[config.mk]
export PLATFORM = sky130hd
export DESIGN_NAME = invaders_ram_arbiter
export DESIGN_NICKNAME = d
export VERILOG_FILES = /design/src/rtl/invaders_mem_pkg.sv /design/src/rtl/invaders_ram_clear.sv /design/src/rtl/invaders_ram_arbiter.sv
export SDC_FILE = /design/constraint.sdc
export NUM_CORES = 1
export LEC_CHECK = 0
export BUFFER_PORTS_ARGS = -buffer_cell sky130_fd_sc_hd__buf_2
export CORE_ASPECT_RATIO = 1.2
export CORE_MARGIN = 2
export CORE_UTILIZATION = 54
export CTS_CLUSTER_SIZE = 30
export DETAILED_ROUTE_END_ITERATION = 7
export MAX_ROUTING_LAYER = met4
export PLACE_DENSITY = 0.87
export SLEW_MARGIN = 25
export SYNTH_ARGS = -nofsm -noshare
export SYNTH_HDL_FRONTEND = slang
export SYNTH_SLANG_ARGS = --single-unit
[constraint.sdc]
create_clock -name clk_i -period 6.6 [get_ports clk_i]
set_clock_uncertainty 0.05 [all_clocks]
set_input_delay 0.33 -clock clk_i [delete_from_list [all_inputs] [get_ports clk_i]]
set_output_delay 0.33 -clock clk_i [all_outputs]
set_load 0.005 [all_outputs]
[src/rtl/invaders_mem_pkg.sv]
// Shared types and constants for the Invaders work/video RAM sequencing logic.
package invaders_mem_pkg;

  typedef enum logic {
    CLEAR = 1'b0,
    RUN   = 1'b1
  } arb_state_e;

  typedef enum logic [1:0] {
    GNT_NONE = 2'd0,
    GNT_VID  = 2'd1,
    GNT_CPU  = 2'd2
  } arb_gnt_e;

  localparam logic [2:0] CPU_RAM_BASE_HI  = 3'b001;
  localparam int         STARVE_LIMIT_DEF = 4;

endpackage

[src/rtl/invaders_ram_clear.sv]
// Zero-fill address counter: steps through every RAM word while enabled and
// flags the final address so the arbiter can leave its clear phase.
module invaders_ram_clear #(
  parameter int ADDR_W = 13
) (
  input  logic              clk_i,
  input  logic              rst_i,
  input  logic              en_i,
  output logic [ADDR_W-1:0] addr_o,
  output logic              done_o
);

  logic [ADDR_W-1:0] cnt_q;

  always_ff @(posedge clk_i) begin
    if (rst_i) begin
      cnt_q <= '0;
    end else if (en_i) begin
      cnt_q <= cnt_q + 1'b1;
    end
  end

  assign addr_o = cnt_q;
  assign done_o = en_i && (cnt_q == {ADDR_W{1'b1}});

endmodule

[src/rtl/invaders_ram_arbiter.sv]
// Shared work/video RAM sequencer: zero-fills after reset, then arbitrates one
// RAM access per cycle between CPU and video. INVADERS_ARB_STATS_EN adds a stall counter.
module invaders_ram_arbiter
  import invaders_mem_pkg::*;
#(
  parameter int ADDR_W       = 13,
  parameter int DATA_W       = 8,
  parameter int STARVE_LIMIT = STARVE_LIMIT_DEF
) (
  input  logic              clk_i,
  input  logic              rst_i,
  input  logic              cpu_req_i,
  input  logic              cpu_we_i,
  input  logic [15:0]       cpu_addr_i,
  input  logic [DATA_W-1:0] cpu_wdata_i,
  output logic              cpu_ack_o,
  output logic [DATA_W-1:0] cpu_rdata_o,
  input  logic              vid_req_i,
  input  logic [ADDR_W-1:0] vid_addr_i,
  output logic              vid_valid_o,
  output logic [DATA_W-1:0] vid_rdata_o,
  output logic              vid_overrun_o,
  output logic [ADDR_W-1:0] ram_addr_o,
  output logic [DATA_W-1:0] ram_wdata_o,
  output logic              ram_we_o,
  input  logic [DATA_W-1:0] ram_q_i,
`ifdef INVADERS_ARB_STATS_EN
  output logic [15:0]       cpu_stall_cnt_o,
`endif
  output logic              clear_busy_o
);

  localparam logic [3:0] STARVE_MAX = 4'(STARVE_LIMIT);

  arb_state_e        state_q;
  arb_gnt_e          gnt;
  logic              busy_q;
  logic              pend_q;
  logic [ADDR_W-1:0] pend_addr_q;
  logic [ADDR_W-1:0] ram_addr_q, ram_addr_d;
  logic [3:0]        starve_q;
  logic              cpu_ack_q, cpu_rd_q, vid_valid_q, overrun_q;
  logic              clr_en, clr_done, run;
  logic [ADDR_W-1:0] clr_addr;
  logic              cpu_in_win, cpu_live, vid_cand, cpu_wr_issue;
  logic [ADDR_W-1:0] vid_cand_addr;

  // Reset is folded in so nothing reaches the RAM while it is held.
  assign clr_en = (state_q == CLEAR) && !rst_i;
  assign run    = (state_q == RUN) && !rst_i;

  invaders_ram_clear #(.ADDR_W(ADDR_W)) u_clear (
    .clk_i  (clk_i),
    .rst_i  (rst_i),
    .en_i   (clr_en),
    .addr_o (clr_addr),
    .done_o (clr_done)
  );

  assign cpu_in_win    = (cpu_addr_i[15:13] == CPU_RAM_BASE_HI);
  // The ack cycle never re-issues the same request.
  assign cpu_live      = run && cpu_req_i && !cpu_ack_q;
  assign vid_cand      = run && (pend_q || vid_req_i);
  assign vid_cand_addr = pend_q ? pend_addr_q : vid_addr_i;

  always_comb begin
    gnt = GNT_NONE;
    if (cpu_live && cpu_in_win && (!vid_cand || starve_q == STARVE_MAX)) begin
      gnt = GNT_CPU;
    end else if (vid_cand) begin
      gnt = GNT_VID;
    end
    ram_addr_d = ram_addr_q;
    if (clr_en) begin
      ram_addr_d = clr_addr;
    end else if (gnt == GNT_CPU) begin
      ram_addr_d = cpu_addr_i[ADDR_W-1:0];
    end else if (gnt == GNT_VID) begin
      ram_addr_d = vid_cand_addr;
    end
  end

  assign cpu_wr_issue = (gnt == GNT_CPU) && cpu_we_i;

  always_ff @(posedge clk_i) begin
    if (rst_i) begin
      state_q     <= CLEAR;
      busy_q      <= 1'b1;
      pend_q      <= 1'b0;
      starve_q    <= '0;
      cpu_ack_q   <= 1'b0;
      cpu_rd_q    <= 1'b0;
      vid_valid_q <= 1'b0;
      overrun_q   <= 1'b0;
      ram_addr_q  <= '0;
    end else begin
      ram_addr_q  <= ram_addr_d;
      cpu_ack_q   <= (gnt == GNT_CPU) || (cpu_live && !cpu_in_win);
      cpu_rd_q    <= (gnt == GNT_CPU) && !cpu_we_i;
      vid_valid_q <= (gnt == GNT_VID);
      case (state_q)
        CLEAR: begin
          if (clr_done) begin
            state_q <= RUN;
            busy_q  <= 1'b0;
          end
        end
        RUN: begin
          // A displaced fetch parks in the single pending slot; a second one is lost.
          if (gnt == GNT_CPU && vid_cand) begin
            if (!pend_q) begin
              pend_q      <= 1'b1;
              pend_addr_q <= vid_addr_i;
            end else if (vid_req_i) begin
              overrun_q <= 1'b1;
            end
          end else if (gnt == GNT_VID && pend_q) begin
            pend_q      <= vid_req_i;
            pend_addr_q <= vid_addr_i;
          end
          if (!cpu_req_i || gnt == GNT_CPU) begin
            starve_q <= '0;
          end else if (cpu_live && cpu_in_win && gnt == GNT_VID) begin
            starve_q <= starve_q + 1'b1;
          end
        end
        default: state_q <= CLEAR;
      endcase
    end
  end

  assign ram_we_o      = clr_en || cpu_wr_issue;
  assign ram_wdata_o   = cpu_wr_issue ? cpu_wdata_i : '0;
  assign ram_addr_o    = ram_addr_d;
  assign cpu_ack_o     = cpu_ack_q;
  assign cpu_rdata_o   = cpu_rd_q ? ram_q_i : '0;
  assign vid_valid_o   = vid_valid_q;
  assign vid_rdata_o   = vid_valid_q ? ram_q_i : '0;
  assign vid_overrun_o = overrun_q;
  assign clear_busy_o  = busy_q;

`ifdef INVADERS_ARB_STATS_EN
  logic [15:0] stall_q;

  always_ff @(posedge clk_i) begin
    if (rst_i) begin
      stall_q <= '0;
    end else if (run && cpu_req_i && gnt != GNT_CPU && !(cpu_live && !cpu_in_win)
                 && stall_q != 16'hFFFF) begin
      stall_q <= stall_q + 1'b1;
    end
  end

  assign cpu_stall_cnt_o = stall_q;
`endif

endmodule

-- Word level (Yosys, flattened, before mapping)
Index checks and enable logic that the tools add are counted.
- register bits after elaboration: 50
- output and inout port bits: 42
- logic and storage cells: 69
- add/subtract/negate cells: 2
- eq/ne operators: 5
- mux-type cells: 17
- bitwise gates (word level): 2
- reduce and logical (&&, ||, !) cells: 32
- operator list (cell ; count):
    13-bit 2-to-1 mux ; 6
    8-bit 2-to-1 mux ; 3
    1-bit logical AND ; 14
    13-bit by 1-bit adder with 13-bit output, second input constant ; 1
    13-bit == test, second input constant ; 1
    4-bit 2-to-1 mux ; 2
    1-bit logical NOT ; 6
    2-bit AND reduction ; 3
    1-bit logical OR ; 5
    1-bit 2-to-1 mux ; 5
    4-bit by 1-bit adder with 4-bit output, second input constant ; 1
    4-bit by 3-bit == test with 1-bit output, second input constant ; 1
    4-bit AND reduction ; 1
    2-bit nonzero test ; 2
    3-bit by 1-bit == test with 1-bit output, second input constant ; 1
    3-bit AND reduction ; 1
    2-bit by 1-bit == test with 1-bit output, second input constant ; 1
    2-bit == test, second input constant ; 1
    2-bit 2-to-1 mux ; 1
    1-bit inverter ; 2

-- Depth between registers and ports, before layout
- depth in word-level cells: 11
- depth in mapped cells: 7

-- Hierarchy
A second synthesis with hierarchy kept.
- cell total of the unflattened synthesis: 307
- area, all modules: 2865.2 um^2
- modules (own cells, without submodules) (module ; times used ; cells an instance ; area an instance (um^2) ; sequential area each (um^2)):
    invaders_ram_arbiter ; 1 ; 242 ; 2275.9 ; 870.8
    invaders_ram_clear ; 1 ; 65 ; 589.3 ; 260.2

-- Worst setup path before layout
No wires, ideal clock.
- path kind: flip-flop to flip-flop
- start: reg state_q
- end: reg pend_addr_q[0] (enable)
- library setup time: 0.401 ns
- arrival: 2.170 ns
- required time: 6.149 ns
- slack: 3.979 ns
- cell stages (with the launch flop): 6
- clock period less this slack: 2.621 ns
- cells stage by stage: dfxtp_1 > buf_2 > buf_1 > clkbuf_1 > nand2_1 > o21ai_0
- longest elaborated chain between the ends: 10
- RTL lines (what ; line ; RTL):
    start: declaration ; invaders_ram_arbiter.sv:35 ; arb_state_e state_q;
    start signal: assignment ; invaders_ram_arbiter.sv:87 ; state_q <= CLEAR;
    start signal: assignment ; invaders_ram_arbiter.sv:104 ; state_q <= RUN;
    start signal: assignment ; invaders_ram_arbiter.sv:127 ; default: state_q <= CLEAR;
    1-bit logical AND ; invaders_ram_arbiter.sv:50 ; assign run = (state_q == RUN) && !rst_i;
    1-bit logical AND, on equally long branches ; invaders_ram_arbiter.sv:62, invaders_ram_arbiter.sv:63 ;
    1-bit logical AND or 1-bit logical NOT (tied branches) ; invaders_ram_arbiter.sv:62, invaders_ram_arbiter.sv:68 ;
    1-bit logical AND or 1-bit logical OR (tied branches) ; invaders_ram_arbiter.sv:68 ; if (cpu_live && cpu_in_win && (!vid_cand || starve_q == STARVE_MAX)) begin
    1-bit logical AND ; invaders_ram_arbiter.sv:68 ;
    2-bit 2-to-1 mux ; invaders_ram_arbiter.sv:68 ;
    2-bit == test or 2-bit by 1-bit == test with 1-bit output (tied branches) ; invaders_ram_arbiter.sv:110, invaders_ram_arbiter.sv:117 ;
    1-bit logical AND, on equally long branches ; invaders_ram_arbiter.sv:110, invaders_ram_arbiter.sv:117 ;
    2-bit nonzero test (no line) ; n/a ;
    3-bit AND reduction (no line) * ; n/a ;
    end signal: assignment ; invaders_ram_arbiter.sv:113 ; pend_addr_q <= vid_addr_i;
    end signal: assignment ; invaders_ram_arbiter.sv:119 ; pend_addr_q <= vid_addr_i;
    end: declaration ; invaders_ram_arbiter.sv:39 ; logic [ADDR_W-1:0] pend_addr_q;
Every way passes the cells marked *; elsewhere a longest branch is shown, timed or not.
A chain may end at the register's enable or synchronous reset.

-- Final worst setup path
- start: reg pend_q
- end: out ram_addr_o[0]
- longest elaborated chain between the ends: 10
- RTL lines (what ; line ; RTL):
    start: declaration ; invaders_ram_arbiter.sv:38 ; logic pend_q;
    start signal: assignment ; invaders_ram_arbiter.sv:118 ; pend_q <= vid_req_i;
    1-bit logical OR ; invaders_ram_arbiter.sv:63 ; assign vid_cand = run && (pend_q || vid_req_i);
    1-bit logical AND ; invaders_ram_arbiter.sv:63 ;
    1-bit logical NOT ; invaders_ram_arbiter.sv:68 ;
    1-bit logical OR ; invaders_ram_arbiter.sv:68 ;
    1-bit logical AND ; invaders_ram_arbiter.sv:68 ;
    2-bit 2-to-1 mux ; invaders_ram_arbiter.sv:68 ;
    2-bit by 1-bit == test with 1-bit output ; invaders_ram_arbiter.sv:78 ; end else if (gnt == GNT_VID) begin
    13-bit 2-to-1 mux ; invaders_ram_arbiter.sv:78 ;
    13-bit 2-to-1 mux * ; invaders_ram_arbiter.sv:76 ; end else if (gnt == GNT_CPU) begin
    13-bit 2-to-1 mux * ; invaders_ram_arbiter.sv:74 ; if (clr_en) begin
    end: declaration ; invaders_ram_arbiter.sv:23 ; output logic [ADDR_W-1:0] ram_addr_o,
Marks and branches as above.

==> impl_metrics.json <==
{
  "nets": 440,
  "syn_avg_cell_area_um2": 9.20,
  "hold_end": "cpu_rd_q$_SDFF_PP0_",
  "gr-total-overflow": 0,
  "hpwl_mm": 5.29,
  "setup_viol": 0,
  "fp.dieArea_um2": 5790,
  "cts_sinks": 50,
  "grt_util_all_layers_pct": 26.6,
  "postCtsSetupRepairBufs": 0,
  "drc": 0,
  "finalCriticalPeriod_ns": 3.04,
  "final_cells": 448,
  "die_h_um": 83.0,
  "cp_max_fo": 19,
  "grt_start_max_net_pins": 44,
  "cts_buffer_depth": 2,
  "cap_violations": 0,
  "cts_resized": 0,
  "placed_area_um2": 3280,
  "fill_cells": 408,
  "ys_top_cells_by_area": "dfxtp_1, edfxtp_1, nor2_1",
  "seqCellArea_um2": 1130,
  "viasPerCell": 6.09,
  "synth_nets": 358,
  "reg2reg_depth": 4,
  "drtIter0Drc": 180,
  "startpoint_type": "flop",
  "firstDrtPassIters": 4,
  "globalplace.congestion": 0.842,
  "post_drt_wl_per_cell_um": 16.1,
  "path_cells": "or2_1 > a311oi_2 > buf_4 > a22oi_1 > a31oi_1 > buf_2",
  "holdPathStages": 2,
  "core_um2": 4970,
  "fin_crit_sh_pct": 46.1,
  "clk_pin_slew_worst_paths_ns": 0.09,
  "maxSlewHeadroom_pct": 47.2,
  "cpLargestDelayFamily": "compound AO/OA/AOI/OAI gates",
  "fin_setup_tns_ns": 0,
  "port-buffer-count": 91,
  "cts_hold_buf": 0,
  "antenna_found_initial": 0,
  "worstPathRequired_ns": 6.22,
  "fmax_mhz": 329,
  "synth_edf_count": 13,
  "r2r_slack_ns": 3.63,
  "fp.dieW_um": 69.8,
  "r2r-start": "pend_q$_SDFFE_PP0P_",
  "synth_top_area_share_pct": 26.4,
  "wl_mm": 7.23,
  "vias": 2728,
  "ioPinCount": 92,
  "yosysWarnings": 0,
  "path_class": "flop to output port",
  "root_buffer": "clkbuf_8",
  "cp_slowest_stage_delay_ns": 0.61,
  "diodes": 0,
  "first_global_vias": 2634,
  "cp_slowest_cell": "a311oi_2",
  "hp-start": "cpu_we_i",
  "yosys.cell_types.count": 50,
  "synthArstFlopShare_pct": 0,
  "power.density_nw_per_um2": 162,
  "ys.flop_type": "dfxtp_1",
  "final_antenna_net_count": 0,
  "worstMarginPinSlew_ns": 0.791,
  "crit_buf_inv": 2,
  "initial_core_util_pct": 56.4,
  "r2r-end": "pend_addr_q[8]$_DFFE_PP_",
  "p_leak_nw": 1.38,
  "status": "finished, final reports clean",
  "drive_above_1_share_pct": 31.4,
  "hold_viol": 0,
  "place_inst": 439,
  "clk_latency_ns": 0.32,
  "syn_inst": 305,
  "power_mw": 0.547,
  "most-common-layout-cells": "buf_2, nor2_1, dfxtp_1",
  "fin_util_pct": 67.7,
  "max-vdd-ir-drop_mv": 0.178,
  "numCtsBuffers": 5,
  "rsz0062_at_grt": "no",
  "cts_tree": "built",
  "final_area_um2": 3370,
  "syn_to_final_growth_pct": 20.0,
  "grt_pass1_wl_mm": 12.2,
  "multi_input_area_um2": 1570,
  "synth_top_area_cell": "dfxtp_1",
  "layout_commonest_cell": "buf_2",
  "endpoint_kind": "output port",
  "rows": 28,
  "syn-cell-area_um2": 2810,
  "critPathArrivalTime_ns": 2.66,
  "synth_seq_cells": 50,
  "yosysSeqAreaShare_pct": 40.3,
  "hold_path.class": "primary input to flop",
  "drv_slew": 0,
  "htree_num_levels": 2
}
## final cells by class
cell class | instances | area share [%]
clock buffers | 6 | 2.16
clock inverters | 2 | 0.297
inverters | 7 | 0.781
multi-input cells | 228 | 46.5
flip-flops and latches | 50 | 33.6
well taps | 60 | 2.23
repair buffers | 95 | 14.4
## synth_stat cells, drive strengths merged, types with 3 or more instances
cell	count
inv	7
mux2	22
xnor2	3
and3	11
o32ai	3
a311oi	12
o31ai	6
and2	18
dfxtp	37
nand3	15
ha	3
edfxtp	13
clkbuf	11
nand2	11
a31oi	12
or3	5
a21oi	5
xor2	6
mux2i	5
nor2	39
nand4	6
buf	9
o21ai	7
a22oi	12
## sequential cells by signal (all words and copies together) (netlist names)
signal and count:
clear_busy_o 1, cpu_ack_o 1, cpu_rd_q 1, pend_addr_q 13, pend_q 1, ram_addr_q 13
starve_q 4, state_q 1, u_clear.addr_o 13, vid_overrun_o 1, vid_valid_o 1
## power breakdown
part	total, mW	switching, mW	leakage [nW]	internal [mW]
logic	0.0494	0.0245	0.924	0.0249
clock network	0.178	0.104	0.0450	0.0737
registers	0.319	0.00311	0.416	0.316
total	0.547	0.132	1.38	0.415
## routing by layer
| metal | vias to the layer above | wire, um | track usage (%) |
|---|---|---|---|
| met3 | 17 | 522 | 6.07 |
| met5 | - | 0 | - |
| met1 | 1279 | 2850 | 30.4 |
| met2 | 132 | 3690 | 44.5 |
| met4 | 0 | 176 | 11.4 |
| li1 | 1300 | - | - |
## cells by family after synthesis
| kind of cell | Yosys count | share of synthesized area, % |
|---|---|---|
| AND/OR/NAND/NOR | 126 | 24.5 |
| AO/OA/AOI/OAI | 63 | 16.5 |
| flip-flops | 50 | 40.3 |
| buffers and inverters | 27 | 3.88 |
| multiplexers | 27 | 10.6 |
| XOR/XNOR | 9 | 2.81 |
| adder cells (fa/ha/maj) | 3 | 1.34 |
## worst register-to-register path: cells and delay by family, from the launching register on
family / cells / cell delay [ns]
flops: 1 / 0.85
mux: 1 / 0.40
simple gates: 3 / 1.43
## per-stage QoR
stage	hold slack [ns]	setup slack, ns
after global routing	0.245	3.41
after global placement	0.413	3.52
final	0.251	3.56
after CTS	0.244	3.46
after floorplan	0.357	3.98
after detailed placement	0.416	3.48
## worst max-delay path by stage
stage                                   start                  endpoint  slack, ns  cells after the start
after floorplan            state_q$_SDFF_PP0_  pend_addr_q[0]$_DFFE_PP_       3.98                      5
final                     pend_q$_SDFFE_PP0P_             ram_addr_o[0]       3.56                      6
after CTS                               rst_i             ram_addr_o[0]       3.46                      6
after global routing      pend_q$_SDFFE_PP0P_             ram_addr_o[3]       3.41                      6
after global placement                  rst_i            ram_addr_o[10]       3.52                      6
after detailed placement                rst_i             ram_addr_o[0]       3.48                      6
(Power assumes the default switching activity.)
